[src/rtl/rr_grant_arbiter_if.sv]
// Requester/consumer bundle for the round-robin grant arbiter.
// The slave modport is the arbiter's view; the master modport is the environment's view.
interface rr_grant_arbiter_if #(
    parameter int NR_REQ     = 4,
    parameter int DATA_WIDTH = 8
);
    localparam int IDX_WIDTH = (NR_REQ > 1) ? $clog2(NR_REQ) : 1;

    logic [NR_REQ-1:0]            req_valid;
    logic [NR_REQ-1:0]            req_ready;
    logic [NR_REQ*DATA_WIDTH-1:0] req_data;
    logic                         out_valid;
    logic                         out_ready;
    logic [DATA_WIDTH-1:0]        out_data;
    logic [NR_REQ-1:0]            grant_onehot;
    logic [IDX_WIDTH-1:0]         grant_idx;

    modport master (
        output req_valid, req_data, out_ready,
        input  req_ready, out_valid, out_data, grant_onehot, grant_idx
    );

    modport slave (
        input  req_valid, req_data, out_ready,
        output req_ready, out_valid, out_data, grant_onehot, grant_idx
    );
endinterface

[src/rtl/rr_grant_arbiter.sv]
// Round-robin arbiter with a registered one-hot grant held from grant to handshake.
// Request seen in IDLE -> out_valid next cycle; out_ready low stalls in BUSY with the grant frozen.
module rr_grant_arbiter #(
    parameter int NR_REQ     = 4,
    parameter int DATA_WIDTH = 8
) (
    input logic               clk,
    input logic               rst_n,
    rr_grant_arbiter_if.slave bus
);
    localparam int IDX_WIDTH = (NR_REQ > 1) ? $clog2(NR_REQ) : 1;

    typedef enum logic {
        IDLE = 1'b0,
        BUSY = 1'b1
    } state_t;

    state_t                r_state;
    state_t                w_state_nxt;
    logic [IDX_WIDTH-1:0]  r_ptr;
    logic [IDX_WIDTH-1:0]  w_ptr_nxt;
    logic [IDX_WIDTH-1:0]  r_grant_idx;
    logic [IDX_WIDTH-1:0]  w_grant_idx_nxt;
    logic [NR_REQ-1:0]     r_grant_onehot;
    logic [NR_REQ-1:0]     w_grant_onehot_nxt;
    logic [IDX_WIDTH-1:0]  w_winner;
    logic                  w_found;
    logic [DATA_WIDTH-1:0] w_out_data;

    // Scan ptr, ptr+1, ... with wrap; the first valid requester wins.
    always_comb begin
        int                   j;
        logic [IDX_WIDTH-1:0] idx;
        j        = 0;
        idx      = '0;
        w_winner = '0;
        w_found  = 1'b0;
        for (int k = 0; k < NR_REQ; k++) begin
            j = int'(r_ptr) + k;
            if (j >= NR_REQ) begin
                j = j - NR_REQ;
            end
            idx = IDX_WIDTH'(j);
            if (!w_found && bus.req_valid[idx]) begin
                w_found  = 1'b1;
                w_winner = idx;
            end
        end
    end

    always_comb begin
        w_state_nxt        = r_state;
        w_ptr_nxt          = r_ptr;
        w_grant_idx_nxt    = r_grant_idx;
        w_grant_onehot_nxt = r_grant_onehot;
        case (r_state)
            IDLE: begin
                if (w_found) begin
                    w_grant_onehot_nxt = NR_REQ'(1) << w_winner;
                    w_grant_idx_nxt    = w_winner;
                    w_state_nxt        = BUSY;
                end
            end
            BUSY: begin
                if (bus.out_ready) begin
                    w_ptr_nxt          = (r_grant_idx == IDX_WIDTH'(NR_REQ - 1)) ?
                                         '0 : r_grant_idx + IDX_WIDTH'(1);
                    w_grant_onehot_nxt = '0;
                    w_grant_idx_nxt    = '0;
                    w_state_nxt        = IDLE;
                end
            end
            default: w_state_nxt = IDLE;
        endcase
    end

    always_ff @(posedge clk or negedge rst_n) begin
        if (!rst_n) begin
            r_state        <= IDLE;
            r_ptr          <= '0;
            r_grant_idx    <= '0;
            r_grant_onehot <= '0;
        end else begin
            r_state        <= w_state_nxt;
            r_ptr          <= w_ptr_nxt;
            r_grant_idx    <= w_grant_idx_nxt;
            r_grant_onehot <= w_grant_onehot_nxt;
        end
    end

    // AND-OR select keyed by the registered grant, so the mux select never glitches.
    always_comb begin
        w_out_data = '0;
        for (int i = 0; i < NR_REQ; i++) begin
            w_out_data = w_out_data |
                (bus.req_data[i*DATA_WIDTH +: DATA_WIDTH] & {DATA_WIDTH{r_grant_onehot[i]}});
        end
    end

    assign bus.out_valid    = (r_state == BUSY);
    assign bus.out_data     = w_out_data;
    assign bus.grant_onehot = r_grant_onehot;
    assign bus.grant_idx    = r_grant_idx;
    assign bus.req_ready    = r_grant_onehot & {NR_REQ{bus.out_ready}};

    a_grant_onehot0: assert property (@(posedge clk) disable iff (!rst_n)
        $onehot0(r_grant_onehot));
    a_grant_iff_busy: assert property (@(posedge clk) disable iff (!rst_n)
        ((r_grant_onehot != '0) == (r_state == BUSY)));
    // Granted requester dropping valid before its ready is a protocol violation.
    a_granted_holds_valid: assert property (@(posedge clk) disable iff (!rst_n)
        (r_state == BUSY) |-> |(bus.req_valid & r_grant_onehot));
endmodule
[src/flat_wrapper.sv]
// flat-port wrapper written by rule: the top's interface ports become plain ports
module rr_grant_arbiter_flat 
#(
    parameter int NR_REQ     = 4,
    parameter int DATA_WIDTH = 8
)
  (clk, rst_n, bus_req_valid, bus_req_data, bus_out_ready, bus_req_ready, bus_out_valid, bus_out_data, bus_grant_onehot, bus_grant_idx);
  rr_grant_arbiter_if #(.NR_REQ(NR_REQ), .DATA_WIDTH(DATA_WIDTH)) bus_i ();
  input logic clk;
  input logic rst_n;
  input wire logic [$bits(bus_i.req_valid)-1:0] bus_req_valid;
  input wire logic [$bits(bus_i.req_data)-1:0] bus_req_data;
  input wire logic [$bits(bus_i.out_ready)-1:0] bus_out_ready;
  output wire logic [$bits(bus_i.req_ready)-1:0] bus_req_ready;
  output wire logic [$bits(bus_i.out_valid)-1:0] bus_out_valid;
  output wire logic [$bits(bus_i.out_data)-1:0] bus_out_data;
  output wire logic [$bits(bus_i.grant_onehot)-1:0] bus_grant_onehot;
  output wire logic [$bits(bus_i.grant_idx)-1:0] bus_grant_idx;
  assign bus_i.req_valid = bus_req_valid;
  assign bus_i.req_data = bus_req_data;
  assign bus_i.out_ready = bus_out_ready;
  assign bus_req_ready = bus_i.req_ready;
  assign bus_out_valid = bus_i.out_valid;
  assign bus_out_data = bus_i.out_data;
  assign bus_grant_onehot = bus_i.grant_onehot;
  assign bus_grant_idx = bus_i.grant_idx;
  rr_grant_arbiter #(.NR_REQ(NR_REQ), .DATA_WIDTH(DATA_WIDTH)) u_core (.clk(clk), .rst_n(rst_n), .bus(bus_i));
endmodule
[config.mk]
export PLATFORM = sky130hd
export DESIGN_NAME = rr_grant_arbiter_flat
export DESIGN_NICKNAME = d
export VERILOG_FILES = /design/src/rtl/rr_grant_arbiter_if.sv /design/src/rtl/rr_grant_arbiter.sv /design/src/flat_wrapper.sv
export SDC_FILE = /design/constraint.sdc
export NUM_CORES = 1
export LEC_CHECK = 0
export CAP_MARGIN = 10
export CORE_AREA = 2 2 50 52
export DETAILED_ROUTE_END_ITERATION = 8
export DIE_AREA = 0 0 52 54
export PLACE_DENSITY = 0.83
export SLEW_MARGIN = 20
export SYNTH_ARGS = -nofsm -noshare
export SYNTH_HDL_FRONTEND = slang
export SYNTH_SLANG_ARGS = --single-unit
export TNS_END_PERCENT = 5
[constraint.sdc]
create_clock -name clk -period 1.9 [get_ports clk]
set_input_delay 0.19 -clock clk [delete_from_list [all_inputs] [get_ports clk]]
set_output_delay 0.19 -clock clk [all_outputs]
set_load 0.02 [all_outputs]
# Yosys cells after proc, flatten, opt, wreduce, memory -nomap -nowiden
# Cells that the tools add are included.
[word_totals] register_bits=9 output_inout_bits=19
[classes] n_addsub=8 order_cmp=8 eq_ne=3 shift=1 muxes=30 n_bitwise=9 reduce_logical=8
[op_table] op="$and 8x8->8" n=4
[op_table] op="$or 8x8->8" n=3
[op_table] op="$mux 2" n=11
[op_table] op="$lt 2x3->1 const B" n=4
[op_table] op="$mux 1" n=10
[op_table] op="$ge 3x3->1 const B" n=3
[op_table] op="$bmux 1 s2" n=4
[op_table] op="$mux 4" n=2
[op_table] op="$pmux 4 s2" n=1
[op_table] op="$sub 2x1->2 const B" n=4
[op_table] op="$add 2x2->3 const B" n=2
[op_table] op="$and 4x4->4" n=1
[op_table] op="$pmux 2 s2" n=1
[op_table] op="$reduce_and 2->1" n=2
[op_table] op="$shl 1x2->4 const A" n=1
[op_table] op="$add 2x1->3 const B" n=1
[op_table] op="$ge 2x3->1 const B" n=1
[op_table] op="$logic_and 1x1->1" n=3
[op_table] op="$logic_not 1->1" n=3
[op_table] op="$add 2x1->2 const B" n=1
[op_table] op="$eq 2x2->1 const B" n=1
[op_table] op="$ne 2x1->1 const B" n=1
[op_table] op="$ne 2x2->1 const B" n=1
[op_table] op="$pmux 1 s2" n=1
[op_table] op="$not 1->1" n=1

# Depth between registers and ports, before layout
# Gate-level depths: netlist (run 1).
[logic_depth] ltp_word=17 ltp_mapped=5 ltp_nobuf=4

# Worst setup path before layout (run 1)
# OpenSTA, ideal clock, no wires.
[synth_timing] kind="reg-to-reg" startpoint="register u_core.r_ptr[1]" endpoint="register u_core.r_grant_onehot[0], in the netlist u_core.bus.grant_onehot[0]" setup_time_ps=122 arrival_time_ps=1213 t_required_ps=1778 setup_slack_ps=565 stages_incl_launch_ff=5 n_path_buf=0 cell_sequence="dfrtp_1 mux2_2 nand2_1 o221ai_1 a32o_1"
[synth_between] elab_chain_len=17 word_cells_on_any_way=42
[synth_rtl] element="start, declared" line_no="rr_grant_arbiter.sv:20" rtl="logic [IDX_WIDTH-1:0] r_ptr;"
[synth_rtl] element="start signal, assigned" line_no="rr_grant_arbiter.sv:85" rtl="r_ptr <= w_ptr_nxt;"
[synth_rtl] element="parallel branches: the longest is 17 deep, another holds $add 2x1->3"
[synth_rtl] element="end signal, assigned" line_no="rr_grant_arbiter.sv:87" rtl="r_grant_onehot <= w_grant_onehot_nxt;"
[synth_rtl] element="end, declared" line_no="rr_grant_arbiter.sv:24" rtl="logic [NR_REQ-1:0] r_grant_onehot;"
# Parallel ways; which one is timed is not known. The select of a mux whose other input is x is not followed.
# A chain may end at the register's enable or synchronous reset.

# Worst setup path after layout (run 1)
[layout_timing] startpoint="register u_core.r_grant_onehot[2], in the netlist u_core.bus.grant_onehot[2]" endpoint="output port bus_out_data[1]"
[layout_between] elab_chain_len=3
[layout_rtl] element="$and 8x8->8" line_no="rr_grant_arbiter.sv:96" rtl="(bus.req_data[i*DATA_WIDTH +: DATA_WIDTH] & {DATA_WIDTH{r_grant_onehot[i]}});"
[layout_rtl] element="$or 8x8->8 (2 in series)" line_no="rr_grant_arbiter.sv:95" rtl="w_out_data = w_out_data |"
[layout_rtl] element="end, declared" line_no="flat_wrapper.sv:16" rtl="output wire logic [$bits(bus_i.out_data)-1:0] bus_out_data;"
# No other way between the ends.

==> results.yml, run 1 <==
power:
  vdd_drop_max_v: 0.0005604
  power_density_nw_per_um2: 867.9
  switching_share_pct: 40.44
  combPwrFrac_pct: 56.5
  power.share.clock_pct: 13.4
  p_seq_share_pct: 30.1
  p_int_uw: 666.8
  switchingPower_uw: 452.8
  leakage_nw: 0.5152
global_routing:
  grt_max_degree: 12
  grt_pass1_vias: 817
  antenna_found_initial: 0
  grt_pass1_wl_um: 3698
  grt-ovfl-total: 0
  grt_usage_pct: 17.91
placement:
  numPortBuffers: 57
  gp_congestion: 0.7773
  dpl.hpwl_um: 1978
  postPlaceCellArea_um2: 1259
layout:
  final_cell_mix: "57 x clkdlybuf4s50_1, 16 x a22oi_1, 14 x nand2_1, 5 x dfrtp_1"
  fillers: 210
  drive_gt1_share_pct: 8.209
  seq_area_um2: 230.2
  multiInputGateArea_um2: 410.4
  fin_area_um2: 1290
  area_growth_syn_to_layout_pct: 93.80
  diodes: 0
  fin_nets: 175
  mostFrequentLayoutCell: "clkdlybuf4s50_1"
floorplan:
  die-area_um2: 2808
  core_area_um2: 2320
  rows: 18
  die_w_um: 52
  start_util_pct: 28.69
  die_h_um: 54
  io_pins: 58
synthesis:
  synth_area_leaders: "dfrtp_1 34%, a22oi_1 18%, nand2_1 7.9%"
  ys_ff_latch: 9
  netlist.area_leader.share_pct: 33.83
  synth_area_leader_cell: "dfrtp_1"
  syn_area_per_cell_um2: 8.645
  syn-num-nets: 117
  synth_cell_types: 24
  syn_inst: 77
  synth_compound_area_share_pct: 37.22
  seq_area_frac_synth_pct: 33.83
  yosys.area_share.xor_xnor_pct: 0
  yosys.area_share.simple_pct: 19.17
  synth_top_family_by_area: "compound AO/OA/AOI/OAI gates"
  synth_fa_ha_area_share_pct: 1.880
  yosysWarnings: 0
  synth_mux_area_share_pct: 3.383
  syn_area_um2: 665.6
drt:
  wl_per_cell_um: 15.22
  drt_iter0_drc: 14
  vias: 862
  drt_wl_total_um: 2496
  first_pass_iters: 4
  post_drt_via_cell_ratio: 5.256
  ant_nets: 0
  drcViolationCount: 0
timing:
  rsz0062_at_grt: "no"
  slew_violations: 0
  max_slew.worst_pin.slew_ps: 439.3
  finalHoldViolCount: 0
  period_share_pct: 94.70
  finalSetupViolations: 0
  fin_crit_ps: 1799
  clock.fmax_mhz: 555.8
  slew-limit-headroom_pct: 70.72
  fin_tns_setup_ps: 0
  finalClockSkew_ps: 9.097
worst_setup_path:
  reg2regPathDepth: 4
  crit_type: "reg2out"
  crit_path_max_fanout: 11
  reg2reg_slack_ps: 380
  r2r-start: "u_core.r_ptr[1]$_DFFE_PN0P_"
  r2r_end: "u_core.bus.grant_onehot[2]$_DFFE_PN0P_"
  critPathLaunchType: "flip-flop"
  required_ps: 1710
  end_kind: "output port"
  arrival_ps: 1610
  startpoint: "u_core.bus.grant_onehot[2]$_DFFE_PN0P_"
cts:
  post_cts_resized: 1
  cts.sinks: 9
  cts_tree: "built"
  clk_root_buffer_cell: "clkbuf_4"
  clockBufferDepth: 2
  cts_made_buffers: 3
  holdBufCountCts: 0
  post_cts_buffers: 0
  h-tree-depth: 1
  clk_pin_slew_ps: 70
  clock_latency_ps: 260
flow_run:
  maxCapViolCount: 0
hold_path:
  hp-class: "in2async"
run_status:
  status: "finished clean"
-- kinds of logic after synthesis --
| group | after synthesis |
|---|---|
| adder cells (fa/ha/maj) | 1 |
| AND/OR/NAND/NOR | 24 |
| AO/OA/AOI/OAI | 34 |
| multiplexers | 2 |
| flip-flops | 9 |
| buffers and inverters | 7 |
-- cell usage after synthesis --
cell type	n
a22oi_1	16
nand2_1	14
dfrtp_1	9
a21oi_1	4
and2_1	4
buf_2	3
o31ai_1	3
a32o_1	2
clkbuf_1	2
inv_1	2
mux2_2	2
nor3b_1	2
o21a_1	2
o21ai_0	2
a2bb2oi_1	1
ha_1	1
nor2b_1	1
nor2b_4	1
o21bai_1	1
o221ai_1	1
o22a_1	1
o22ai_1	1
or2b_1	1
or4_1	1
-- worst max-delay path by stage --
stage | end | slack [ps] | depth (start not counted)
after floorplan | u_core.bus.grant_onehot[0]$_DFFE_PN0P_ | 570 | 4
after global placement | u_core.bus.grant_onehot[2]$_DFFE_PN0P_ | 110 | 4
after detailed placement | u_core.bus.grant_onehot[1]$_DFFE_PN0P_ | 40 | 5
after CTS | bus_out_data[1] | 10 | 3
after global routing | bus_out_data[4] | 10 | 3
final | bus_out_data[1] | 100 | 3
-- routing by layer --
layer	vias to the layer above	part of all wire (%)	track usage, %
met5	-	0	0
met3	4	15	7.222
met2	48	48	35.02
li1	410	-	-
met4	0	1.2	7.895
met1	400	36	16.02
-- state kept, by name, indices dropped and copies added (netlist names) --
| signal | count |
|---|---|
| u_core.bus.grant_onehot | 4 |
| u_core.bus.out_valid | 1 |
| u_core.r_ptr | 2 |
| u_core.bus.grant_idx | 2 |
-- cell type report --
cell class                      instances  area share [%]
Inverter                                2          0.5820
Sequential cell                         9           17.85
Clock buffer                            4           2.037
Tap cell                               30           2.910
Multi-Input combinational cell         61           31.81
Timing Repair Buffer                   58           44.81
-- power groups by stage --
stage | clock, mW | sequential (mW) | combinational (mW)
6_report | 0.150 | 0.337 | 0.633
5_1_grt | 0.171 | 0.346 | 0.685
4_1_cts | 0.160 | 0.332 | 0.636
3_5_place_dp | 0 | 0.335 | 0.633
3_3_place_gp | 0 | 0.331 | 0.622
2_1_floorplan | 0 | 0.313 | 0.324
-- metrics by stage --
step                total power, mW  worst slack [ps]  util, %  hold WS [ps]  instances
floorplan                    0.6372             565.5        -        -105.6         77
global placement             0.9532             109.0    54.26         470.6        160
detailed placement           0.9678             35.35    54.26         474.5        160
CTS                           1.128             9.831    55.45         219.9        164
global route                  1.202             12.23    55.61         236.6        164
finish                        1.120             100.6    55.61         217.2        164
-- critical path, cell delays in order (launching register included) --
cell and delay (ps):
dfrtp_2 480, a22oi_1 210, nand2_1 100, clkdlybuf4s50_1 550
Note: power is estimated with default switching activity, not from simulation.
==> run 2: changes to the inputs <==
Settings changed: GPL_ROUTABILITY_DRIVEN set to 1.
==> results of run 2 <==
No change in the layout: final DEF, timing and power equal those of run 1.
==> run 3: changes to the inputs <==
Settings changed: ABC_CLOCK_PERIOD_IN_PS set to 1900, SLEW_MARGIN 20 to not set.
==> results of run 3 <==
No change in the layout: final DEF, timing and power equal those of run 1.
